<file path="src/rtl/dsp_mem_arb_pkg.sv">
// dsp_mem_arb_pkg: shared types and helpers for the DSP memory write arbiter.
//   state_t   : arbiter FSM states
//   CMD_SEL_BIT / RSVD_MSB / RSVD_LSB : port address map fields
//   rr_pick() : round-robin index search, up to RR_MAX requesters
package dsp_mem_arb_pkg;

  typedef enum logic {IDLE = 1'b0, BURST = 1'b1} state_t;

  localparam int CMD_SEL_BIT = 12;
  localparam int RSVD_MSB    = 11;
  localparam int RSVD_LSB    = 10;
  localparam int RR_MAX      = 8;

  // First valid index after last_grant, wrapping modulo n. Returns
  // last_grant unchanged when nothing is valid (caller gates with |valid).
  function automatic logic [2:0] rr_pick(input logic [RR_MAX-1:0] valid,
                                         input logic [2:0]        last_grant,
                                         input int                n);
    logic [2:0] idx;
    logic       found;
    rr_pick = last_grant;
    found   = 1'b0;
    for (int k = 1; k <= RR_MAX; k++) begin
      if (!found && k <= n) begin
        idx = 3'((int'(last_grant) + k) % n);
        if (valid[idx]) begin
          rr_pick = idx;
          found   = 1'b1;
        end
      end
    end
  endfunction

endpackage

</file>
<file path="src/rtl/dsp_mem_write_arb_rr_select.sv">
// rr_select: combinational round-robin priority picker.
//   i_valid : per-requester request
//   i_last  : index granted most recently (lowest priority now)
//   o_sel   : winning index (meaningful only when o_any)
//   o_any   : at least one request present
module rr_select
  import dsp_mem_arb_pkg::*;
#(
  parameter  int N_REQ = 2,
  localparam int IW    = (N_REQ > 1) ? $clog2(N_REQ) : 1
) (
  input  logic [N_REQ-1:0] i_valid,
  input  logic [IW-1:0]    i_last,
  output logic [IW-1:0]    o_sel,
  output logic             o_any
);

  logic [RR_MAX-1:0] w_valid;
  logic [2:0]        w_pick;

  always_comb begin
    w_valid              = '0;
    w_valid[N_REQ-1:0]   = i_valid;
    w_pick               = rr_pick(w_valid, 3'(i_last), N_REQ);
    o_sel                = IW'(w_pick);
  end

  assign o_any = |i_valid;

endmodule

</file>
<file path="src/rtl/dsp_mem_write_arb.sv">
// dsp_mem_write_arb: burst-locked round-robin arbiter for the single DSP
// memory write port.
//   clk, reset       : clock, synchronous active-high reset
//   req_valid/ready  : per-source beat handshake (ready only to the owner)
//   req_last         : beat closes the source's burst
//   req_addr/data    : packed per-source address/data, source i at [i*W +: W]
//   mem_write_*      : registered write port to the DSP unit
//   grant            : one-hot current owner, busy : owner active
//   err_reserved     : sticky reserved-address flag
// Optional feature: define DSP_MEM_WRITE_ARB_ADDR_CHECK_EN to drop writes to
// reserved command space (addr[12]==0, addr[11:10]!=0) and flag them.
module dsp_mem_write_arb
  import dsp_mem_arb_pkg::*;
#(
  parameter int N_REQ      = 2,
  parameter int ADDR_WIDTH = 13,
  parameter int DATA_WIDTH = 32,
  parameter int MAX_BURST  = 16,
  parameter int GAP_MAX    = 8
) (
  input  logic                        clk,
  input  logic                        reset,
  input  logic [N_REQ-1:0]            req_valid,
  output logic [N_REQ-1:0]            req_ready,
  input  logic [N_REQ-1:0]            req_last,
  input  logic [N_REQ*ADDR_WIDTH-1:0] req_addr,
  input  logic [N_REQ*DATA_WIDTH-1:0] req_data,
  output logic [ADDR_WIDTH-1:0]       mem_write_addr,
  output logic [DATA_WIDTH-1:0]       mem_write_data,
  output logic                        mem_write_en,
  output logic [N_REQ-1:0]            grant,
  output logic                        busy,
  output logic                        err_reserved
);

  localparam int IW = (N_REQ > 1)     ? $clog2(N_REQ)     : 1;
  localparam int BW = (MAX_BURST > 1) ? $clog2(MAX_BURST) : 1;
  localparam int GW = (GAP_MAX > 1)   ? $clog2(GAP_MAX)   : 1;

  state_t                r_state;
  logic [N_REQ-1:0]      r_grant;
  logic [IW-1:0]         r_last_grant;
  logic [BW-1:0]         r_beat_cnt;
  logic [GW-1:0]         r_gap_cnt;
  logic [ADDR_WIDTH-1:0] r_wr_addr;
  logic [DATA_WIDTH-1:0] r_wr_data;
  logic                  r_wr_en;

  logic [IW-1:0]         w_sel;
  logic                  w_any;
  logic                  w_hs;
  logic                  w_own_last;
  logic [ADDR_WIDTH-1:0] w_own_addr;
  logic [DATA_WIDTH-1:0] w_own_data;
  logic                  w_fwd;
  logic                  w_exit;

  rr_select #(.N_REQ(N_REQ)) u_rr (
    .i_valid (req_valid),
    .i_last  (r_last_grant),
    .o_sel   (w_sel),
    .o_any   (w_any)
  );

  // While in BURST, r_last_grant is the owner index, so it steers the mux.
  assign w_own_addr = req_addr[int'(r_last_grant)*ADDR_WIDTH +: ADDR_WIDTH];
  assign w_own_data = req_data[int'(r_last_grant)*DATA_WIDTH +: DATA_WIDTH];
  assign w_own_last = req_last[r_last_grant];
  assign w_hs       = (r_state == BURST) && req_valid[r_last_grant];

  assign w_exit = w_hs ? (w_own_last || (r_beat_cnt == BW'(MAX_BURST - 1)))
                       : (r_gap_cnt == GW'(GAP_MAX - 1));

`ifdef DSP_MEM_WRITE_ARB_ADDR_CHECK_EN
  logic w_rsvd;
  logic r_err;
  assign w_rsvd = !w_own_addr[CMD_SEL_BIT] && (w_own_addr[RSVD_MSB:RSVD_LSB] != 2'b00);
  assign w_fwd  = !w_rsvd;

  always_ff @(posedge clk) begin
    if (reset)              r_err <= 1'b0;
    else if (w_hs && w_rsvd) r_err <= 1'b1;
  end
  assign err_reserved = r_err;
`else
  assign w_fwd        = 1'b1;
  assign err_reserved = 1'b0;
`endif

  always_ff @(posedge clk) begin
    if (reset) begin
      r_state      <= IDLE;
      r_grant      <= '0;
      r_last_grant <= IW'(N_REQ - 1);
      r_beat_cnt   <= '0;
      r_gap_cnt    <= '0;
      r_wr_addr    <= '0;
      r_wr_data    <= '0;
      r_wr_en      <= 1'b0;
    end else begin
      r_wr_en <= 1'b0;
      case (r_state)
        IDLE: begin
          if (w_any) begin
            r_state      <= BURST;
            r_grant      <= N_REQ'(1) << w_sel;
            r_last_grant <= w_sel;
            r_beat_cnt   <= '0;
            r_gap_cnt    <= '0;
          end
        end
        BURST: begin
          if (w_hs) begin
            r_beat_cnt <= r_beat_cnt + 1'b1;
            r_gap_cnt  <= '0;
            if (w_fwd) begin
              r_wr_addr <= w_own_addr;
              r_wr_data <= w_own_data;
              r_wr_en   <= 1'b1;
            end
          end else begin
            r_gap_cnt <= r_gap_cnt + 1'b1;
          end
          // Normal last beat and forced release take the same path back.
          if (w_exit) begin
            r_state <= IDLE;
            r_grant <= '0;
          end
        end
        default: r_state <= IDLE;
      endcase
    end
  end

  assign req_ready      = (r_state == BURST) ? r_grant : '0;
  assign grant          = r_grant;
  assign busy           = (r_state == BURST);
  assign mem_write_addr = r_wr_addr;
  assign mem_write_data = r_wr_data;
  assign mem_write_en   = r_wr_en;

endmodule
</file>
<file path="config.mk">
export PLATFORM = sky130hd
export DESIGN_NAME = dsp_mem_write_arb
export DESIGN_NICKNAME = d
export VERILOG_FILES = /design/src/rtl/dsp_mem_arb_pkg.sv /design/src/rtl/dsp_mem_write_arb_rr_select.sv /design/src/rtl/dsp_mem_write_arb.sv
export SDC_FILE = /design/constraint.sdc
export NUM_CORES = 1
export LEC_CHECK = 0
export ABC_AREA = 1
export BUFFER_PORTS_ARGS = -buffer_cell sky130_fd_sc_hd__buf_4
export CAP_MARGIN = 20
export CORE_UTILIZATION = 39
export DETAILED_ROUTE_END_ITERATION = 16
export PLACE_DENSITY = 0.75
export SLEW_MARGIN = 20
export SYNTH_ARGS = -nofsm -noshare
export SYNTH_HDL_FRONTEND = slang
export SYNTH_SLANG_ARGS = --single-unit
</file>
<file path="constraint.sdc">
create_clock -name clk -period 1 [get_ports clk]
set_input_delay 0.05 -clock clk [delete_from_list [all_inputs] [get_ports clk]]
set_output_delay 0.05 -clock clk [all_outputs]
set_load 0.1 [all_outputs]
</file>
==> flow_summary_export.csv <==
group,metric,value,unit
synthesis,synth_top_family_by_area,"compound AO/OA/AOI/OAI gates",
placement,postPlaceCellArea,0.00380,sq mm
setup_path,crit_start,"r_last_grant$_SDFFE_PP1P_",
setup_path,r2r_slack,-410,ps
synthesis,synth_simple_gate_area_share,0.205,
route,ant_nets,0,
clocking,cts.sinks,57,
setup_path,endpoint_kind,"flip-flop",
layout,seqCellArea,0.00121,sq mm
global_route,grt_pass1_vias,3765,
setup_path,path_delay_family,"buffers and inverters",
clocking,htree_levels,3,
layout,multi_input_comb_area,0.00138,sq mm
layout,antennaDiodeCount,0,
synthesis,synth_xor_area_frac,0,
placement,port_buffers,146,
clocking,clock_latency,340,ps
synthesis,synth_top_cell_area_share,0.466,
timing,fmax,0.709,GHz
timing,timing.hold.ws,3.09,ps
synthesis,yosysSeqAreaShare,0.466,
synthesis,avgSynthCellArea,7.46,sq um
placement,gp_congestion,0.783,
floorplan,num_io_pins,148,
setup_path,crit_buf_inv,4,
synthesis,netlist_top_cells_area,"dfxtp_1, nand2_1, a31oi_1, o21ai_1, o21ai_0",
setup_path,r2r-start,"r_last_grant$_SDFFE_PP1P_",
run,max_cap_violations,0,
worst_hold_path,worstHoldEndpoint,"mem_write_data[7]$_SDFFE_PP0P_",
layout,fill_cells,202,
clocking,cts_root_buf,"clkbuf_8",
setup_path,crit_type,"reg2reg",
floorplan,rows,28,
timing,finalHoldViolations,0,
layout,final_area,0.00549,sq mm
clocking,clock_path_buffers,2,
setup_path,critPathLaunchType,"flip-flop",
pwr,p_comb_frac,0.459,
floorplan,die_x,81.2,um
floorplan,initial_utilization,0.408,
synthesis,synth_fa_ha_area_frac,0.0205,
synthesis,synth_compound_area_frac,0.242,
floorplan,dieHeight,81.2,um
synthesis,syn_nets,428,
global_route,grt_max_degree,36,
route,wl_per_cell,20.8,um
pwr,peakVddDrop,1320,uV
pwr,power,8.77,mW
synthesis,muxShareOfSynthArea,0,
clocking,numCtsBuffers,9,
synthesis,syn_inst,328,
outcome,status,"complete, but fails checks",
worst_hold_path,hp-class,"in2reg",
timing,finalMaxSlewViolations,0,
route,drc,0,
timing,finalClockSkew,12.7,ps
synthesis,ys_types,20,
setup_path,cpMaxStageDelayCell,"dfxtp_2",
worst_hold_path,min_path_cells,3,
setup_path,crit_chain,"inv_2 -> nand2_1 -> nand2_1 -> inv_2 -> nor2_4 -> buf_12 -> buf_12 -> o21ai_0 -> a31oi_1",
layout,drive_gt1_frac,0.488,
floorplan,dieArea,0.00659,sq mm
synthesis,ys_ff_latch,57,
pwr,p_leak,2.45,nW
timing,setup_violations,60,
worst_hold_path,hp-start,"req_data[39]",
pwr,power_density,1600,mW/mm^2
pwr,clkPwrFrac,0.229,
clocking,cts_tree,"done",
pwr,pwr-share-seq,0.312,
synthesis,syn_area,0.00245,sq mm
setup_path,reg2reg_to,"mem_write_data[20]$_SDFFE_PP0P_",
timing,fin_crit_sh,1.41,
setup_path,crit_path_max_incr_delay,350,ps
global_route,antenna_found_initial,0,
route,finalWirelength,13700,um
outcome,failed_checks,"negative setup slack",
global_route,track_usage,0.371,
layout,fin_nets,681,
floorplan,core_area,0.00599,sq mm
pwr,p_int,4.98,mW
layout,utilization,0.917,
pwr,swShare,0.432,
clocking,clk_pin_slew,70,ps
route,drt-initial-drc-count,320,
placement,dpl.hpwl,5450,um
route,vias,3884,
setup_path,required,1240,ps
synthesis,synth_largest_area_cell,"dfxtp_1",
route,first_pass_iters,7,
pwr,power_switching,3.79,mW
timing,fin_ws,-410,ps
global_route,gr-total-overflow,0,
layout,syn_to_final_growth,125,%
global_route,grt_pass1_wl,18000,um
setup_path,crit_fanout,16,
synthesis,ys.warnings.count,0,
route,via_per_inst,5.88,
setup_path,cp.arrival,1650,ps
timing,fin_crit,1410,ps
timing,rsz0062_at_grt,"yes",
setup_path,r2r_cells,9,
cells in the final DEF, fill, tap and decap left out, types with 10 or more instances in the layout:
cell type and n:
clkbuf_8 11, o21ai_1 32, buf_6 54, nand2_1 104, dfxtp_2 46, o21ai_0 10, a31oi_1 37, dlygate4sd3_1 88
buf_4 111
cell usage after synthesis:
master and number:
nand3_1 4, conb_1 1, dfxtp_1 57, o21ai_1 31, clkbuf_1 13, o21ai_2 1
inv_1 6, inv_2 3, nor3_1 4, a31oi_1 45, buf_2 6, a21oi_1 10
o211ai_1 1, or2_2 1, buf_4 6, nand2_1 113, ha_1 4, nor2_4 1
and3_1 3, o21ai_0 18
worst register-to-register path, cell delays in order (launching register included):
cell and delay [ps]:
dfxtp_2 350, inv_2 60, nand2_1 50, nand2_1 70, inv_2 60, nor2_4 110
buf_12 140, buf_12 150, o21ai_0 100, a31oi_1 230
routing by layer:
metal  vias up  GRT usage  wire, um
li1       1639          -         -
met5         -          0         0
met4         0      0.302      1230
met3       115     0.0921      1090
met1      1836      0.373      4370
met2       294      0.646      7040
metrics by stage:
stage | worst slack, ps | setup TNS [ps] | cells
3_5_place_dp | -305 | -12740 | 546
4_1_cts | -251 | -12330 | 658
2_1_floorplan | -241 | -12160 | 328
6_report | -410 | -17600 | 661
3_3_place_gp | -226 | -10670 | 546
5_1_grt | -656 | -21210 | 661
kinds of logic after synthesis:
| group | count (synthesis) |
|---|---|
| other | 1 |
| DFF | 57 |
| and+or+nand+nor | 126 |
| AOI/OAI and AO/OA | 106 |
| adders and majority gates | 4 |
| buffers and inverters | 34 |
timing repair:
action / in CTS / in global routing
endpoints found under the hold margin: 50 / 0
endpoints found under the setup margin: 87 / 80
hold buffers: 88 / 0
buffers inserted: 7 / 4
gates cloned: 2 / 1
pin swaps: 6 / 2
gates resized for setup: 70 / 57
sequential cells by signal (all words and copies together), names as in the netlist:
| name | count |
|---|---|
| busy | 1 |
| r_beat_cnt | 4 |
| mem_write_en | 1 |
| grant | 2 |
| mem_write_addr | 13 |
| r_last_grant | 1 |
| mem_write_data | 32 |
| r_gap_cnt | 3 |
layout make-up:
class / instances / share of cell area
flip-flops and latches: 57 / 0.220
clock inverters: 3 / 0.00273
clock buffers: 13 / 0.0289
inverters: 9 / 0.00797
multi-input cells: 237 / 0.250
well taps: 75 / 0.0171
repair buffers: 267 / 0.473
power by group through the flow:
| stage | Clock [mW] | Combinational, mW | Sequential (mW) |
|---|---|---|---|
| floorplan | 0 | 0.698 | 4.15 |
| global placement | 0 | 3.00 | 2.70 |
| detailed placement | 0 | 3.03 | 2.70 |
| CTS | 1.94 | 3.62 | 2.68 |
| global route | 2.11 | 4.18 | 2.75 |
| finish | 2.01 | 4.02 | 2.74 |
worst max path at each step:
stage / cells past startpoint / slack, ps / to
final: 9 / -410 / mem_write_data[20]$_SDFFE_PP0P_
after global routing: 9 / -660 / mem_write_data[19]$_SDFFE_PP0P_
after detailed placement: 8 / -300 / mem_write_data[18]$_SDFFE_PP0P_
after global placement: 8 / -230 / mem_write_data[11]$_SDFFE_PP0P_
after floorplan: 5 / -240 / mem_write_addr[10]$_SDFFE_PP0P_
after CTS: 8 / -250 / mem_write_addr[8]$_SDFFE_PP0P_
No activity file was read; power rests on OpenSTA's default activity.
